===== src/rtl/dma_pkg.sv =====
// rtl/dma_pkg.sv - shared types and constants for the memory copy DMA
package dma_pkg;

    localparam int DMA_LEN_W   = 16;
    localparam int DMA_ADDR_W  = 32;
    localparam int WORD_STRIDE = 4;

    // Two-bit state encoding shared by the controller and the bus driver.
    typedef enum logic [1:0] {
        ST_IDLE  = 2'd0,
        ST_READ  = 2'd1,
        ST_WRITE = 2'd2,
        ST_FIN   = 2'd3
    } dma_state_t;

    // A byte address is usable for a word access only when its two low bits are clear.
    function automatic logic is_word_aligned(input logic [1:0] addr_lsb);
        return addr_lsb == 2'b00;
    endfunction

endpackage


===== src/rtl/mem_copy_dma_if.sv =====
// rtl/mem_copy_dma_if.sv - shared data-bus bundle between the DMA and memory
interface mem_copy_dma_if #(
    parameter int ADDR_W = 32
);
    logic              grant;
    logic [ADDR_W-1:0] Address;
    logic [31:0]       Write_data;
    logic              MemRead;
    logic              MemWrite;
    logic [31:0]       Read_data;

    // DMA side: drives the strobes, sees grant and read data.
    modport master (
        input  grant,
        input  Read_data,
        output Address,
        output Write_data,
        output MemRead,
        output MemWrite
    );

    // Memory/arbiter side.
    modport slave (
        output grant,
        output Read_data,
        input  Address,
        input  Write_data,
        input  MemRead,
        input  MemWrite
    );
endinterface


===== src/rtl/dma_bus_drv.sv =====
// rtl/dma_bus_drv.sv - data-bus output mux driven from controller state
module dma_bus_drv
    import dma_pkg::*;
#(
    parameter int ADDR_W = DMA_ADDR_W
) (
    input  dma_state_t        state,
    input  logic              grant,
    input  logic [ADDR_W-1:0] src_ptr,
    input  logic [ADDR_W-1:0] dst_ptr,
    input  logic [31:0]       data_buf,
    output logic [ADDR_W-1:0] Address,
    output logic [31:0]       Write_data,
    output logic              MemRead,
    output logic              MemWrite
);

    // Only one strobe per cycle, and address/data are forced to zero when idle or stalled.
    always_comb begin
        Address    = '0;
        Write_data = '0;
        MemRead    = 1'b0;
        MemWrite   = 1'b0;
        if (grant) begin
            case (state)
                ST_READ: begin
                    MemRead = 1'b1;
                    Address = src_ptr;
                end
                ST_WRITE: begin
                    MemWrite   = 1'b1;
                    Address    = dst_ptr;
                    Write_data = data_buf;
                end
                default: begin
                    MemRead  = 1'b0;
                    MemWrite = 1'b0;
                end
            endcase
        end
    end

endmodule


===== src/rtl/mem_copy_dma.sv =====
// rtl/mem_copy_dma.sv - word-granular memory-to-memory copy engine with bus-grant stalls
module mem_copy_dma
    import dma_pkg::*;
#(
    parameter int LEN_W  = DMA_LEN_W,
    parameter int ADDR_W = DMA_ADDR_W
) (
    input  logic              clk,
    input  logic              reset,
    input  logic              start,
    input  logic [ADDR_W-1:0] src_addr,
    input  logic [ADDR_W-1:0] dst_addr,
    input  logic [LEN_W-1:0]  len,
    mem_copy_dma_if.master    bus,
    output logic              busy,
    output logic              done,
    output logic              err,
    output logic              irq,
    input  logic              irq_clr
);

    localparam logic [ADDR_W-1:0] STRIDE  = ADDR_W'(WORD_STRIDE);
    localparam logic [LEN_W-1:0]  LEN_ONE = LEN_W'(1);

    dma_state_t        state;
    dma_state_t        state_d;
    logic [ADDR_W-1:0] src_ptr;
    logic [ADDR_W-1:0] dst_ptr;
    logic [LEN_W-1:0]  remaining;
    logic [31:0]       data_buf;
    logic              misaligned;
    logic              accept;

    assign misaligned = !is_word_aligned(src_addr[1:0]) || !is_word_aligned(dst_addr[1:0]);
    assign accept     = (state == ST_IDLE) && start;

    // FIN is a single-cycle state, so done is simply the FIN decode; busy covers everything off IDLE.
    assign busy = (state != ST_IDLE);
    assign done = (state == ST_FIN);

    // State register; reset aborts any copy in flight without a done pulse.
    always_ff @(posedge clk or negedge reset) begin
        if (!reset) begin
            state <= ST_IDLE;
        end else begin
            state <= state_d;
        end
    end

    // Next-state logic: misaligned or empty requests go straight to FIN without touching the bus.
    always_comb begin
        state_d = state;
        case (state)
            ST_IDLE: begin
                if (start) begin
                    if (misaligned || (len == '0)) begin
                        state_d = ST_FIN;
                    end else begin
                        state_d = ST_READ;
                    end
                end
            end
            ST_READ: begin
                if (bus.grant) begin
                    state_d = ST_WRITE;
                end
            end
            ST_WRITE: begin
                if (bus.grant) begin
                    state_d = (remaining == LEN_ONE) ? ST_FIN : ST_READ;
                end
            end
            ST_FIN: begin
                state_d = ST_IDLE;
            end
            default: begin
                state_d = ST_IDLE;
            end
        endcase
    end

    // Datapath: latch the request, then advance pointers only on granted cycles (wrapping naturally).
    always_ff @(posedge clk or negedge reset) begin
        if (!reset) begin
            src_ptr   <= '0;
            dst_ptr   <= '0;
            remaining <= '0;
            data_buf  <= '0;
            err       <= 1'b0;
        end else begin
            case (state)
                ST_IDLE: begin
                    if (accept) begin
                        src_ptr   <= src_addr;
                        dst_ptr   <= dst_addr;
                        remaining <= len;
                        err       <= misaligned;
                    end
                end
                ST_READ: begin
                    if (bus.grant) begin
                        data_buf <= bus.Read_data;
                        src_ptr  <= src_ptr + STRIDE;
                    end
                end
                ST_WRITE: begin
                    if (bus.grant) begin
                        dst_ptr   <= dst_ptr + STRIDE;
                        remaining <= remaining - LEN_ONE;
                    end
                end
                default: begin
                    err <= err;
                end
            endcase
        end
    end

    // Sticky interrupt set on FIN; a same-cycle clear wins.
    always_ff @(posedge clk or negedge reset) begin
        if (!reset) begin
            irq <= 1'b0;
        end else if (irq_clr) begin
            irq <= 1'b0;
        end else if (state == ST_FIN) begin
            irq <= 1'b1;
        end
    end

    dma_bus_drv #(
        .ADDR_W(ADDR_W)
    ) u_bus_drv (
        .state      (state),
        .grant      (bus.grant),
        .src_ptr    (src_ptr),
        .dst_ptr    (dst_ptr),
        .data_buf   (data_buf),
        .Address    (bus.Address),
        .Write_data (bus.Write_data),
        .MemRead    (bus.MemRead),
        .MemWrite   (bus.MemWrite)
    );

endmodule


===== src/flat_wrapper.sv =====
// flat-port wrapper written by rule: the top's interface ports become plain ports
module mem_copy_dma_flat import dma_pkg::*;
#(
    parameter int LEN_W  = DMA_LEN_W,
    parameter int ADDR_W = DMA_ADDR_W
)
  (clk, reset, start, src_addr, dst_addr, len, busy, done, err, irq, irq_clr, bus_grant, bus_Read_data, bus_Address, bus_Write_data, bus_MemRead, bus_MemWrite);
  mem_copy_dma_if #(.ADDR_W(ADDR_W)) bus_i ();
  input  logic clk;
  input  logic reset;
  input  logic start;
  input  logic [ADDR_W-1:0] src_addr;
  input  logic [ADDR_W-1:0] dst_addr;
  input  logic [LEN_W-1:0] len;
  output logic busy;
  output logic done;
  output logic err;
  output logic irq;
  input  logic irq_clr;
  input wire logic [$bits(bus_i.grant)-1:0] bus_grant;
  input wire logic [$bits(bus_i.Read_data)-1:0] bus_Read_data;
  output wire logic [$bits(bus_i.Address)-1:0] bus_Address;
  output wire logic [$bits(bus_i.Write_data)-1:0] bus_Write_data;
  output wire logic [$bits(bus_i.MemRead)-1:0] bus_MemRead;
  output wire logic [$bits(bus_i.MemWrite)-1:0] bus_MemWrite;
  assign bus_i.grant = bus_grant;
  assign bus_i.Read_data = bus_Read_data;
  assign bus_Address = bus_i.Address;
  assign bus_Write_data = bus_i.Write_data;
  assign bus_MemRead = bus_i.MemRead;
  assign bus_MemWrite = bus_i.MemWrite;
  mem_copy_dma #(.LEN_W(LEN_W), .ADDR_W(ADDR_W)) u_core (.clk(clk), .reset(reset), .start(start), .src_addr(src_addr), .dst_addr(dst_addr), .len(len), .bus(bus_i), .busy(busy), .done(done), .err(err), .irq(irq), .irq_clr(irq_clr));
endmodule

===== config.mk =====
export PLATFORM = sky130hd
export DESIGN_NAME = mem_copy_dma_flat
export DESIGN_NICKNAME = d
export VERILOG_FILES = /design/src/rtl/dma_pkg.sv /design/src/rtl/mem_copy_dma_if.sv /design/src/rtl/dma_bus_drv.sv /design/src/rtl/mem_copy_dma.sv /design/src/flat_wrapper.sv
export SDC_FILE = /design/constraint.sdc
export NUM_CORES = 1
export LEC_CHECK = 0
export ABC_AREA = 1
export BUFFER_PORTS_ARGS = -buffer_cell sky130_fd_sc_hd__buf_2
export CORE_MARGIN = 1
export CORE_UTILIZATION = 55
export CTS_CLUSTER_DIAMETER = 120
export DETAILED_ROUTE_END_ITERATION = 8
export GPL_ROUTABILITY_DRIVEN = 0
export PLACE_DENSITY_LB_ADDON = 0.25
export SYNTH_ARGS = -nofsm -noshare
export SYNTH_HDL_FRONTEND = slang
export SYNTH_SLANG_ARGS = --single-unit

===== constraint.sdc =====
create_clock -name clk -period 2.5 [get_ports clk]
set_clock_uncertainty 0.1 [all_clocks]
set_input_delay 0.5 -clock clk [delete_from_list [all_inputs] [get_ports clk]]
set_output_delay 0.5 -clock clk [all_outputs]
set_load 0.05 [all_outputs]

==> metrics.log <==
INFO  metric ctsLongestPathBuffers = 2
INFO  metric critPathCaptureType = output pin
INFO  metric numPortBuffers = 186
INFO  metric synth_top_family_by_area = simple AND/OR/NAND/NOR gates
INFO  metric total_clock_buffers_created_by_cts = 17
INFO  metric critPathMaxStageDelay = approximately 0.45 ns
INFO  metric max_cap_violations = 0
INFO  metric ordered_list_of_cells_on_the_worst_path = inv_4 > ha_4 > buf_12 > nand2_1 > a21oi_2 > buf_6
INFO  metric cp_class = flip-flop to output pin
INFO  metric failing_checks = negative setup slack
INFO  metric clkLatencyLatePin = 0.42 ns
INFO  metric dieArea = 14400 µm²
INFO  metric route.detailed.wl_per_inst = around 16 µm
INFO  metric netlist_area = 7640 µm²
INFO  metric tritoncts = done
INFO  metric number_of_global_route_vias_before_repair = 7936
INFO  metric warning_count_from_the_yosys_run = 0
INFO  metric layout-drive-gt1-share = 25.3%
INFO  metric core = between 10000 and 15000 µm²
INFO  metric post_synth_num_cell_types = 39
INFO  metric fillCellCount = 1024
INFO  metric min_period = 2.53 ns
INFO  metric clock_sinks = 116
INFO  metric crit_path_max_fanout = 13
INFO  metric clk_pin_slew_worst_paths = roughly 0.06 ns
INFO  metric grt_start_max_net_pins = 65
INFO  metric period_share = 101%
INFO  metric xor_xnor_share_of_the_synthesized_area = 0.688%
INFO  metric num_antenna_cells = 0
INFO  metric drtIter0Drc = 1015
INFO  metric multiInputGateArea = 4380 µm²
INFO  metric floorplan.initialDensity = between 50% and 60%
INFO  metric timing.final.ws_setup = -0.0258 ns
INFO  metric worstMarginPinSlew = 0.498 ns
INFO  metric routed-via-count = ~8700
INFO  metric timing.setup.tns = -0.0417 ns
INFO  metric relSlewSlack = 66.8%
INFO  metric yosys_register_bits = about 120
INFO  metric final.hold.worst_slack = 0.120 ns
INFO  metric setup_repair_after_global_routing_missed_its_margin = true
INFO  metric adder_cell_share_of_the_synthesized_area = 1.47%
INFO  metric route.antenna.remaining_nets = 0
INFO  metric buffer_cell_driving_the_clock_tree_root = sky130_fd_sc_hd__clkbuf_16
INFO  metric vias_per_cell = 5.65
INFO  metric p_per_area = between 1000 and 1500 nW/µm²
INFO  metric ys_seq_area_share = 38.0%
INFO  metric detailedRoute.firstPassIterationCount = 8
INFO  metric timing_max_transition_violations_final = 0
INFO  metric grt_usage = 33.7%
INFO  metric startpoint_type = flip-flop
INFO  metric post_synth_and_or_nand_nor_area_fraction = around 37%
INFO  metric globalRouteOverflowTotal = 0
INFO  metric layout.cells.most_common_list = sky130_fd_sc_hd__nand2_1 (423), sky130_fd_sc_hd__buf_2 (127), sky130_fd_sc_hd__dfrtp_1 (115), sky130_fd_sc_hd__nor2_1 (114), sky130_fd_sc_hd__inv_1 (97)
INFO  metric grt_pass1_wl = 38.1 mm
INFO  metric critical-path-slowest-cell = sky130_fd_sc_hd__dfrtp_2
INFO  metric h-tree-depth = 4
INFO  metric floorplan_row_count = 42
INFO  metric drc = 0
INFO  metric areaGrowthSynthToFinish = 32.4%
INFO  metric leakage_dissipation = 4.91 nW
INFO  metric design.final.nets = 1476
INFO  metric setup-violations-final = 5
INFO  metric dp_hpwl = 16.9 mm
INFO  metric layout.cells.most_common = sky130_fd_sc_hd__nand2_1
INFO  metric antenna_found_initial = 0
INFO  metric storage_cell_area = 2900 µm²
INFO  metric die_height = ~120 µm
INFO  metric run_status = complete, but fails checks
INFO  metric timing.critical_path.arrival = 1.93 ns
INFO  metric hold_violations = 0
INFO  metric multiplexer_share_of_the_synthesized_area = 0.426%
INFO  metric max-vdd-ir-drop = 1220 µV
INFO  metric fmax = 0.396 GHz
INFO  metric synthCells = 1161
INFO  metric boundaryPins = 187
INFO  metric avgSynthCellArea = 6.58 µm²
INFO  metric required = 1.90 ns
INFO  metric synthesis.nets = 1287
INFO  metric compound_gate_portion_of_the_synthesized_area = 13.9%
INFO  metric die_w = between 100 and 150 µm
INFO  metric post-route-util = 75.5%
INFO  metric totalWireLength = 25.3 mm
INFO  metric min-delay-path-class = primary input to flip-flop
[timing repair]
item	in CTS	in global routing
pin swaps	1	14
setup endpoints to repair	64	53
gates resized for setup	68	62
hold endpoints to repair	27	0
gates cloned	1	5
hold buffers	1	0
buffers inserted	2	2
[stage by stage]
step | instance area (µm²) | worst slack (ns) | cells | power, mW
finish | 10100 | -0.0258 | 1539 | 13.5
global route | 10100 | -0.0535 | 1539 | 14.4
CTS | 9780 | 0.000740 | 1532 | 12.8
detailed placement | 8900 | 0.232 | 1496 | 9.94
global placement | 8900 | 0.285 | 1496 | 9.76
floorplan | 7740 | -0.0103 | 1161 | 8.23
[sequential cells by signal, indices dropped and copies added, names as in the netlist]
signal and cells:
u_core.state 2, u_core.irq 1, u_core.src_ptr 32, u_core.err 1, u_core.remaining 16, u_core.data_buf 32
u_core.dst_ptr 32
[final cells by class]
| type | count | share of cell area, % |
|---|---|---|
| clock buffers | 18 | 4.24 |
| inverters | 111 | 4.14 |
| well taps | 176 | 2.18 |
| clock inverters | 14 | 1.63 |
| multi-input cells | 887 | 43.3 |
| flip-flops and latches | 116 | 28.7 |
| repair buffers | 217 | 15.7 |
[metal layers]
metal  track usage (%)  vias to the layer above  share of wire (%)
met5                 0                        -                  0
met4              15.7                        0                4.0
met3              8.51                       84                 10
met2              52.6                      530                 47
met1              44.0                     3951                 39
li1                  -                     4123                  -
[where the power goes]
part	internal (mW)	total (mW)	switching (mW)	leakage, nW
clock	1.50	2.47	0.976	0.291
combinational	2.42	7.31	4.89	3.19
sequential	2.82	3.73	0.908	1.43
[synth_stat cells, drive strengths merged]
cell type  count  area, µm²
xnor2          1       8.76
dfrtp        116       2900
nand2        442       1680
buf           29        143
nand3         57        308
ha             9        113
a211oi         1       7.51
xor2           5       43.8
nor4           5       31.3
nand3b         3       22.5
mux2i          1       10.0
or2            1       6.26
nand4         26        163
a21boi        14        105
o21ai        108        548
o211ai         9       67.6
a21oi         52        272
o21bai         1       7.51
and3           1       6.26
mux2           2       22.5
a31oi          6       37.5
nor3          11       75.1
o311ai         1       8.76
clkbuf        18       67.6
inv          111        417
nor2         130        561
o31ai          1       7.51
[path summary, 6_finish.rpt]
check / start / endpoint / slack, ns / cells past startpoint
max reg2reg: u_core.state[1] / u_core.src_ptr[21] / 0.18 / 11
min reg2reg: u_core.err / u_core.err / 0.39 / 2
min in group asynchronous: reset / u_core.dst_ptr[11] / 0.47 / 2
min: irq_clr / u_core.irq / 0.12 / 2
max: u_core.state[1] / bus_Address[20] / -0.03 / 6
max in group asynchronous: reset / u_core.state[1] / 1.22 / 3
[kinds of logic (layout without fill, tap and decap cells)]
group	count (synthesis)	in the layout
multiplexers	3	3
adder cells (fa/ha/maj)	9	9
flip-flops	116	116
XOR/XNOR	6	6
AND/OR/NAND/NOR	676	676
AO/OA/AOI/OAI	193	193
buffers and inverters	158	360
[critical path, delay by kind of cell (launching register included)]
kind	cells	cell delay, ns
buffers and inverters	3	0.47
DFF	1	0.45
adders and majority gates	1	0.24
AOI/OAI and AO/OA	1	0.21
and+or+nand+nor	1	0.12
Note: power is estimated with default switching activity, not from simulation.
